$ cat config.mk
export PLATFORM = sky130hd
export DESIGN_NAME = riscv_writeback_unit
export DESIGN_NICKNAME = d
export VERILOG_FILES = /design/src/rtl/riscv_pkg.sv /design/src/rtl/riscv_load_align.sv /design/src/rtl/riscv_writeback_unit.sv
export SDC_FILE = /design/constraint.sdc
export NUM_CORES = 1
export LEC_CHECK = 0
export CELL_PAD_IN_SITES_DETAIL_PLACEMENT = 1
export CELL_PAD_IN_SITES_GLOBAL_PLACEMENT = 1
export CORE_MARGIN = 4
export CORE_UTILIZATION = 35
export CTS_CLUSTER_SIZE = 10
export DETAILED_ROUTE_END_ITERATION = 7
export PLACE_DENSITY = 0.8
export SLEW_MARGIN = 20
export SYNTH_ARGS = -nofsm -noshare
export SYNTH_HDL_FRONTEND = slang
export SYNTH_SLANG_ARGS = --single-unit
$ cat constraint.sdc
create_clock -name clock -period 3 [get_ports clock]
set_input_delay 0.45 -clock clock [delete_from_list [all_inputs] [get_ports clock]]
set_output_delay 0.45 -clock clock [all_outputs]
set_load 0.005 [all_outputs]
$ cat src/rtl/riscv_pkg.sv
// ---------------------------------------------------------------------------
// riscv_pkg
// Shared definitions for the RISC-V pipeline back end: the load funct3
// encodings and the writeback state type. The decoder, the LSU and the
// writeback unit all import this package, so an encoding lives in one place.
// ---------------------------------------------------------------------------
package riscv_pkg;

  // Load funct3 encodings. Bit 2 selects zero extension, bits [1:0] give the
  // log2 of the access size in bytes.
  localparam logic [2:0] F3_LB  = 3'b000;
  localparam logic [2:0] F3_LH  = 3'b001;
  localparam logic [2:0] F3_LW  = 3'b010;
  localparam logic [2:0] F3_LD  = 3'b011;
  localparam logic [2:0] F3_LBU = 3'b100;
  localparam logic [2:0] F3_LHU = 3'b101;
  localparam logic [2:0] F3_LWU = 3'b110;

  // Writeback unit states: idle (accepting) or waiting on a load response.
  typedef enum logic {
    WB_IDLE     = 1'b0,
    WB_WAIT_MEM = 1'b1
  } wb_state_t;

endpackage : riscv_pkg

$ cat src/rtl/riscv_load_align.sv
// ---------------------------------------------------------------------------
// riscv_load_align
// Purely combinational load lane selection and extension. Takes the naturally
// aligned memory word, picks the addressed byte/half/word/dword using the low
// address bits, and sign- or zero-extends it to XLEN. Also flags accesses
// that are misaligned or whose funct3 is not a legal load for this XLEN.
//
// Ports:
//   data   [XLEN-1:0] naturally aligned memory word holding the load
//   funct3 [2:0]      load funct3
//   offset [OFFW-1:0] byte offset of the load inside the word
//   value  [XLEN-1:0] aligned, extended load result (meaningless on fault)
//   fault             1 = misaligned access or illegal funct3
// ---------------------------------------------------------------------------
module riscv_load_align
  import riscv_pkg::*;
#(
  parameter int XLEN = 32,
  localparam int OFFW = $clog2(XLEN/8)
) (
  input  logic [XLEN-1:0] data,
  input  logic [2:0]      funct3,
  input  logic [OFFW-1:0] offset,
  output logic [XLEN-1:0] value,
  output logic            fault
);

  // Shift amount in bits: the byte offset times eight.
  logic [OFFW+2:0] w_shamt;
  logic [XLEN-1:0] w_shifted;
  logic [7:0]      w_byte;
  logic [15:0]     w_half;
  logic [31:0]     w_word;

  assign w_shamt   = {offset, 3'b000};
  assign w_shifted = data >> w_shamt;
  assign w_byte    = w_shifted[7:0];
  assign w_half    = w_shifted[15:0];
  assign w_word    = w_shifted[31:0];

  // Size casts do the extension: a signed operand widens with its sign bit,
  // an unsigned one with zeros. This keeps the code free of zero-width
  // replications when XLEN is 32.
  always_comb begin
    value = '0;
    fault = 1'b0;
    case (funct3)
      F3_LB: begin
        value = XLEN'($signed(w_byte));
      end
      F3_LH: begin
        value = XLEN'($signed(w_half));
        fault = offset[0];
      end
      F3_LW: begin
        value = XLEN'($signed(w_word));
        fault = (offset[1:0] != 2'b00);
      end
      F3_LD: begin
        value = w_shifted;
        fault = (XLEN == 32) || (offset != '0);
      end
      F3_LBU: begin
        value = XLEN'(w_byte);
      end
      F3_LHU: begin
        value = XLEN'(w_half);
        fault = offset[0];
      end
      F3_LWU: begin
        value = XLEN'(w_word);
        fault = (XLEN == 32) || (offset[1:0] != 2'b00);
      end
      default: begin
        // funct3 111 is not a load for any XLEN.
        value = '0;
        fault = 1'b1;
      end
    endcase
  end

endmodule : riscv_load_align

$ cat src/rtl/riscv_writeback_unit.sv
// ---------------------------------------------------------------------------
// riscv_writeback_unit
// Writeback stage driving the rd write port of the register file. Retires
// one instruction per handshake: ALU results are written the next cycle,
// loads wait for the memory response, are aligned/extended, then written.
// Misaligned or illegal loads raise a one-cycle load_fault instead of a
// write. Every completed rd write bumps a wrapping retired counter.
//
// Ports:
//   clock, reset          clock and asynchronous active-high reset
//   in_valid / in_ready   retire handshake from execute/memory stage
//   in_is_load            result comes from memory rather than the ALU
//   in_rd_addr, in_rd_en  destination register and its write enable
//   in_alu_result         ALU result for non-load instructions
//   in_funct3, in_offset  load type and low address bits
//   mem_rsp_valid/_data   data memory response (naturally aligned word)
//   rd_addr, rd_enable_write, rd_data   register file write port
//   load_fault            one-cycle pulse on misaligned/illegal load
//   retired_count         number of completed rd writes (wraps)
// ---------------------------------------------------------------------------
module riscv_writeback_unit
  import riscv_pkg::*;
#(
  parameter int XLEN = 32,
  localparam int OFFW = $clog2(XLEN/8)
) (
  input  logic            clock,
  input  logic            reset,
  input  logic            in_valid,
  output logic            in_ready,
  input  logic            in_is_load,
  input  logic [4:0]      in_rd_addr,
  input  logic            in_rd_en,
  input  logic [XLEN-1:0] in_alu_result,
  input  logic [2:0]      in_funct3,
  input  logic [OFFW-1:0] in_offset,
  input  logic            mem_rsp_valid,
  input  logic [XLEN-1:0] mem_rsp_data,
  output logic [4:0]      rd_addr,
  output logic            rd_enable_write,
  output logic [XLEN-1:0] rd_data,
  output logic            load_fault,
  output logic [XLEN-1:0] retired_count
);

  wb_state_t       r_state;

  // Load context captured at the handshake, held while waiting on memory.
  logic [4:0]      r_pendRdAddr;
  logic            r_pendRdEn;
  logic [2:0]      r_pendFunct3;
  logic [OFFW-1:0] r_pendOffset;

  // Registered write port and status outputs.
  logic [4:0]      r_rdAddr;
  logic            r_rdWe;
  logic [XLEN-1:0] r_rdData;
  logic            r_loadFault;
  logic [XLEN-1:0] r_retiredCount;

  logic [XLEN-1:0] w_loadValue;
  logic            w_loadFault;
  logic            w_aluWrite;
  logic            w_loadWrite;

  // The aligner works on the captured load context; the memory data is only
  // consumed in the cycle the response is valid.
  riscv_load_align #(
    .XLEN(XLEN)
  ) u_align (
    .data  (mem_rsp_data),
    .funct3(r_pendFunct3),
    .offset(r_pendOffset),
    .value (w_loadValue),
    .fault (w_loadFault)
  );

  // Writes to x0 complete silently: they never reach the register file and
  // never count as retired writes.
  assign w_aluWrite  = in_rd_en && (in_rd_addr != 5'd0);
  assign w_loadWrite = r_pendRdEn && (r_pendRdAddr != 5'd0);

  assign in_ready        = (r_state == WB_IDLE);
  assign rd_addr         = r_rdAddr;
  assign rd_enable_write = r_rdWe;
  assign rd_data         = r_rdData;
  assign load_fault      = r_loadFault;
  assign retired_count   = r_retiredCount;

  // Writeback FSM with registered outputs. The write enable and fault flag
  // default low every cycle so each is a single-cycle pulse; address and
  // data only change when a new result is accepted. A response arriving
  // while idle is ignored, and a reset while waiting drops the load.
  always_ff @(posedge clock or posedge reset) begin
    if (reset) begin
      r_state        <= WB_IDLE;
      r_pendRdAddr   <= '0;
      r_pendRdEn     <= 1'b0;
      r_pendFunct3   <= '0;
      r_pendOffset   <= '0;
      r_rdAddr       <= '0;
      r_rdWe         <= 1'b0;
      r_rdData       <= '0;
      r_loadFault    <= 1'b0;
      r_retiredCount <= '0;
    end else begin
      r_rdWe      <= 1'b0;
      r_loadFault <= 1'b0;
      case (r_state)
        WB_IDLE: begin
          if (in_valid) begin
            if (in_is_load) begin
              r_pendRdAddr <= in_rd_addr;
              r_pendRdEn   <= in_rd_en;
              r_pendFunct3 <= in_funct3;
              r_pendOffset <= in_offset;
              r_state      <= WB_WAIT_MEM;
            end else begin
              r_rdAddr <= in_rd_addr;
              r_rdData <= in_alu_result;
              r_rdWe   <= w_aluWrite;
              if (w_aluWrite) begin
                r_retiredCount <= r_retiredCount + XLEN'(1);
              end
            end
          end
        end
        WB_WAIT_MEM: begin
          if (mem_rsp_valid) begin
            r_state <= WB_IDLE;
            if (w_loadFault) begin
              r_loadFault <= 1'b1;
            end else begin
              r_rdAddr <= r_pendRdAddr;
              r_rdData <= w_loadValue;
              r_rdWe   <= w_loadWrite;
              if (w_loadWrite) begin
                r_retiredCount <= r_retiredCount + XLEN'(1);
              end
            end
          end
        end
        default: begin
          r_state <= WB_IDLE;
        end
      endcase
    end
  end

endmodule : riscv_writeback_unit

* After elaboration in Yosys (flattened, before gate mapping) *
Cells that the tools add are included.

cells by class
  multiplexer cells = 31
  add/sub/neg operators = 1
  shifts and indexed selects = 1
  reduce and logical (&&, ||, !) cells = 12
  eq/ne operators = 12
  bitwise logic cells = 1

operator list
  kind                     number
  $mux W32                 10
  $pmux W32 S5             1
  $pmux W32 S2             2
  $add A32 B1 Y32 const B  1
  $shr A32 B5 Y32          1
  $mux W5                  4
  $mux W1                  10
  $pmux W5 S2              1
  $reduce_bool A5 Y1       2
  $eq A3 B3 Y1 const B     3
  $ne A2 B2 Y1 const B     4
  $eq A3 B2 Y1 const B     2
  $reduce_and A6 Y1        1
  $ne A2 B1 Y1 const B     2
  $pmux W1 S2              2
  $reduce_and A4 Y1        1
  $reduce_or A2 Y1         2
  $eq A3 B1 Y1 const B     1
  $logic_not A3 Y1         1
  $pmux W1 S3              1
  $reduce_and A3 Y1        1
  $reduce_or A3 Y1         1
  $logic_and A1 B1 Y1      2
  $reduce_bool A2 Y1       1
  $not A1 Y1               1

storage, ports and cells
  bits in registers = 83
  bits of input ports = 80
  logic and storage cells = 68
  output and inout port bits = 72

* Depth between registers and ports, before layout *
  depth after elaboration = 6
  gate-level depth with buffers = 8

* Hierarchy *
Synthesis repeated with hierarchy kept, for this count alone.

second synthesis, totals
  cells, all modules = 450
  area total of the unflattened synthesis = 4643.2 µm²

modules (own cells, without submodules)
  module                cells each  area an instance (µm²)  instances  seq. area each (µm²)
  riscv_writeback_unit  336         3758.6                  1          2077.0
  riscv_load_align      114         884.6                   1          0.0

* Least setup slack after synthesis *
Ideal clock, no wire load.

  kind = flip-flop to flip-flop
  start point = register r_pendOffset[1]
  end point = register r_rdData[19] (netlist: rd_data[19])
  setup slack = 1.282 ns
  path buffers = 3
  data arrival time = 1.636 ns
  cell stages (with the launch flop) = 9
  data required time = 2.919 ns
  cell sequence = dfrtp_1 buf_6 nand3b_1 o211ai_2 o21ai_1 or4_1 buf_6 buf_12 a31oi_2

on the way
  longest elaborated chain between the ends = 5
  elaborated cells between the ends (all ways) = 9
  classes of those cells = 1 x eq/ne; 1 x shift; 5 x mux; 2 x reduce/logical

RTL lines
  what                    line                         text
  from (decl)             riscv_writeback_unit.sv:52   logic [OFFW-1:0] r_pendOffset;
  from (signal assigned)  riscv_writeback_unit.sv:116  r_pendOffset <= in_offset;
  $shr A32 B5 Y32         riscv_load_align.sv:36       assign w_shifted = data >> w_shamt;
  $pmux W32 S5            riscv_load_align.sv:47       case (funct3)
  $mux W32                riscv_writeback_unit.sv:131  if (w_loadFault) begin
  $mux W32                riscv_writeback_unit.sv:129  if (mem_rsp_valid) begin
  $pmux W32 S2            riscv_writeback_unit.sv:109  case (r_state)
  to (signal assigned)    riscv_writeback_unit.sv:120  r_rdData <= in_alu_result;
  to (signal assigned)    riscv_writeback_unit.sv:135  r_rdData <= w_loadValue;
  to (decl)               riscv_writeback_unit.sv:57   logic [XLEN-1:0] r_rdData;

Parallel ways exist; a longest one is shown, timed or not. The select of a mux whose other input is x is not followed.
A chain may end at the register's enable or synchronous reset.

* Worst setup path in the final report *
  start point = register r_pendOffset[1]
  end point = register r_rdData[20] (netlist: rd_data[20])

Same word-level chain as after synthesis.

==> results.sh <==
export IMPL_rsz0062_at_grt="no"
export IMPL_multi_input_area_um2=2190
export IMPL_critPathCaptureType="flop"
export IMPL_fin_worst_skew_ps=8.48
export IMPL_wirelength_um=15500
export IMPL_finalSetupViolations=0
export IMPL_post_place_ws_ps=336
export IMPL_syn_avg_cell_area_um2=10.4
export IMPL_io_pins=152
export IMPL_first_global_vias=4353
export IMPL_timing_final_crit_share=0.841
export IMPL_synthFlopType="dfrtp_1"
export IMPL_cts_root_buf="clkbuf_16"
export IMPL_status="completed"
export IMPL_drive_above_1_share=0.105
export IMPL_dr_pass1_iters=4
export IMPL_synth_distinct_cells=44
export IMPL_grt_overflow=0
export IMPL_area_growth_syn_to_layout_pct=43.1
export IMPL_ctsLongestPathBuffers=2
export IMPL_p_leak_nw=2.47
export IMPL_timing_fmax_ghz=0.396
export IMPL_synthesis_area_um2=4450
export IMPL_nets=649
export IMPL_antenna_left=0
export IMPL_required_ps=3250
export IMPL_clkTransAtPathRegs_ps=60
export IMPL_fin_ws_ps=477
export IMPL_htree_levels=3
export IMPL_slew_viol_final=0
export IMPL_placed_cell_area_um2=6080
export IMPL_antenna_found_initial=1
export IMPL_worst_slew_pin_slew_ps=803
export IMPL_clock_sinks=83
export IMPL_hpwl_um=11400
export IMPL_cp_arrival_ps=2780
export IMPL_rrSetupSlack_ps=480
export IMPL_final_common_cell="clkdlybuf4s50_1"
export IMPL_gp_congestion=0.832
export IMPL_finalHoldViolCount=0
export IMPL_start_kind="flop"
export IMPL_cts_buffers=9
export IMPL_hold_buffers=0
export IMPL_synth_edff_count=0
export IMPL_viasPerCell=5.40
export IMPL_fp_dieArea_um2=14600
export IMPL_regArea_um2=2080
export IMPL_drcViolationCount=0
export IMPL_wire_per_inst_um=20.9
export IMPL_setup_tns_ps=0
export IMPL_drt_iter0_drc=237
export IMPL_clock_latency_ps=350
export IMPL_ys_ff_latch=83
export IMPL_die_h_um=121
export IMPL_grt_start_max_net_pins=47
export IMPL_cts_repair_resize_count=0
export IMPL_rows=40
export IMPL_power_density_nw_per_um2=632
export IMPL_mostFrequentLayoutCells="clkdlybuf4s50_1 (151), dfrtp_1 (83), nor2_1 (41), xnor2_1 (30)"
export IMPL_portBuffers=151
export IMPL_start_util=0.365
export IMPL_grt_pass1_wl_um=24800
export IMPL_stdcell_area_um2=6370
export IMPL_syn_num_nets=510
export IMPL_fillers=1358
export IMPL_num_vias=3996
export IMPL_hold_class="flop to flop"
export IMPL_vdd_drop_max_uv=305
export IMPL_synth_cells=429
export IMPL_slew_headroom=0.464
export IMPL_yosysSeqAreaShare=0.466
export IMPL_path_class="flop to flop"
export IMPL_postCtsSetupBuffers=0
export IMPL_async_reset_ff_frac=1.00
export IMPL_core_area_um2=12200
export IMPL_period_needed_ps=2520
export IMPL_cap_violations=0
export IMPL_crit_fanout=16
export IMPL_yosysWarnings=0
export IMPL_cts_tree="yes"
export IMPL_die_w_um=121
export IMPL_grtUsageTotal=0.219
[cells in the mapped netlist (3+ instances only)]
cell / number / area share
o21ai_1: 3 / 0.0034
mux2i_1: 15 / 0.034
a21oi_1: 22 / 0.025
nand3_1: 16 / 0.018
o21ai_0: 11 / 0.012
a32oi_1: 7 / 0.014
buf_4: 4 / 0.0067
a31oi_2: 10 / 0.028
inv_1: 3 / 0.0025
clkbuf_1: 11 / 0.0093
and3_1: 9 / 0.013
nor2_1: 41 / 0.035
nor2b_1: 9 / 0.013
a211o_1: 7 / 0.014
nand4_1: 19 / 0.027
a22oi_1: 24 / 0.040
xnor2_1: 30 / 0.059
mux2_2: 18 / 0.046
a2bb2oi_1: 7 / 0.014
nand2_1: 25 / 0.021
buf_2: 12 / 0.013
nor4_1: 4 / 0.0056
dfrtp_1: 83 / 0.47
nor3_1: 4 / 0.0045
and2_1: 4 / 0.0056
and4_1: 4 / 0.0079
a31oi_1: 6 / 0.0084
or4_1: 3 / 0.0051
[path summary, 6_finish.rpt]
kind	startpoint	endpoint	cells past startpoint
setup reg to reg	r_pendOffset[1]	rd_data[20]	5
max in group asynchronous	reset	retired_count[29]	3
min in group asynchronous	reset	rd_data[20]	2
hold reg to reg	r_pendRdEn	r_pendRdEn	2
setup / recovery	r_pendOffset[1]	rd_data[20]	5
hold / removal	r_pendRdEn	r_pendRdEn	2
[stage by stage]
| stage | std cells | hold WS [ps] | total power [mW] | util |
|---|---|---|---|---|
| after floorplan | 429 | 446 | 2.19 | - |
| after global placement | 724 | 466 | 2.87 | 0.497 |
| after detailed placement | 725 | 477 | 2.93 | 0.498 |
| after CTS | 739 | 489 | 4.07 | 0.522 |
| after global routing | 740 | 534 | 4.26 | 0.522 |
| final | 740 | 485 | 4.03 | 0.522 |
[worst max-delay path, cell delays in order, from the launching register on]
cell	delay [ps]
dfrtp_1	790
mux2i_1	250
mux2i_1	190
o21ai_1	70
or4_1	810
a31oi_2	310
[layout make-up]
type                    count  area share
diodes                      1    0.000393
clock buffers              10      0.0375
clock inverters             4     0.00805
inverters                   4     0.00255
multi-input cells         311       0.343
flip-flops and latches     83       0.326
well taps                 168      0.0330
repair buffers            159       0.250
[per-layer routing]
metal  vias up  track usage  wire (um)
met2       129        0.359       7510
met3        33       0.0458        807
li1       1862            -          -
met1      1972        0.276       6630
met4         0        0.106        522
met5         -            0          0
[report_power, final]
part,internal (mW),switching (mW),leakage [nW]
Combinational,0.744,0.597,1.31
Clock,0.660,0.465,0.141
Sequential,1.35,0.216,1.02
Total,2.75,1.28,2.47
[sequential cells by signal, summed over array words and instances (netlist names), 2 cells and up]
| signal | count |
|---|---|
| rd_data | 32 |
| rd_addr | 5 |
| r_pendFunct3 | 3 |
| r_pendRdAddr | 5 |
| r_pendOffset | 2 |
| retired_count | 32 |
[cells by family after synthesis]
| logic type | Yosys count | share of synthesized area |
|---|---|---|
| and+or+nand+nor | 142 | 0.165 |
| adders and majority gates | 1 | 0.00281 |
| buffers and inverters | 35 | 0.0433 |
| xor gates and xnor gates | 31 | 0.0610 |
| muxes | 35 | 0.0868 |
| AOI/OAI and AO/OA | 102 | 0.175 |
| DFF | 83 | 0.466 |
Power figures use the tool's default switching activity.
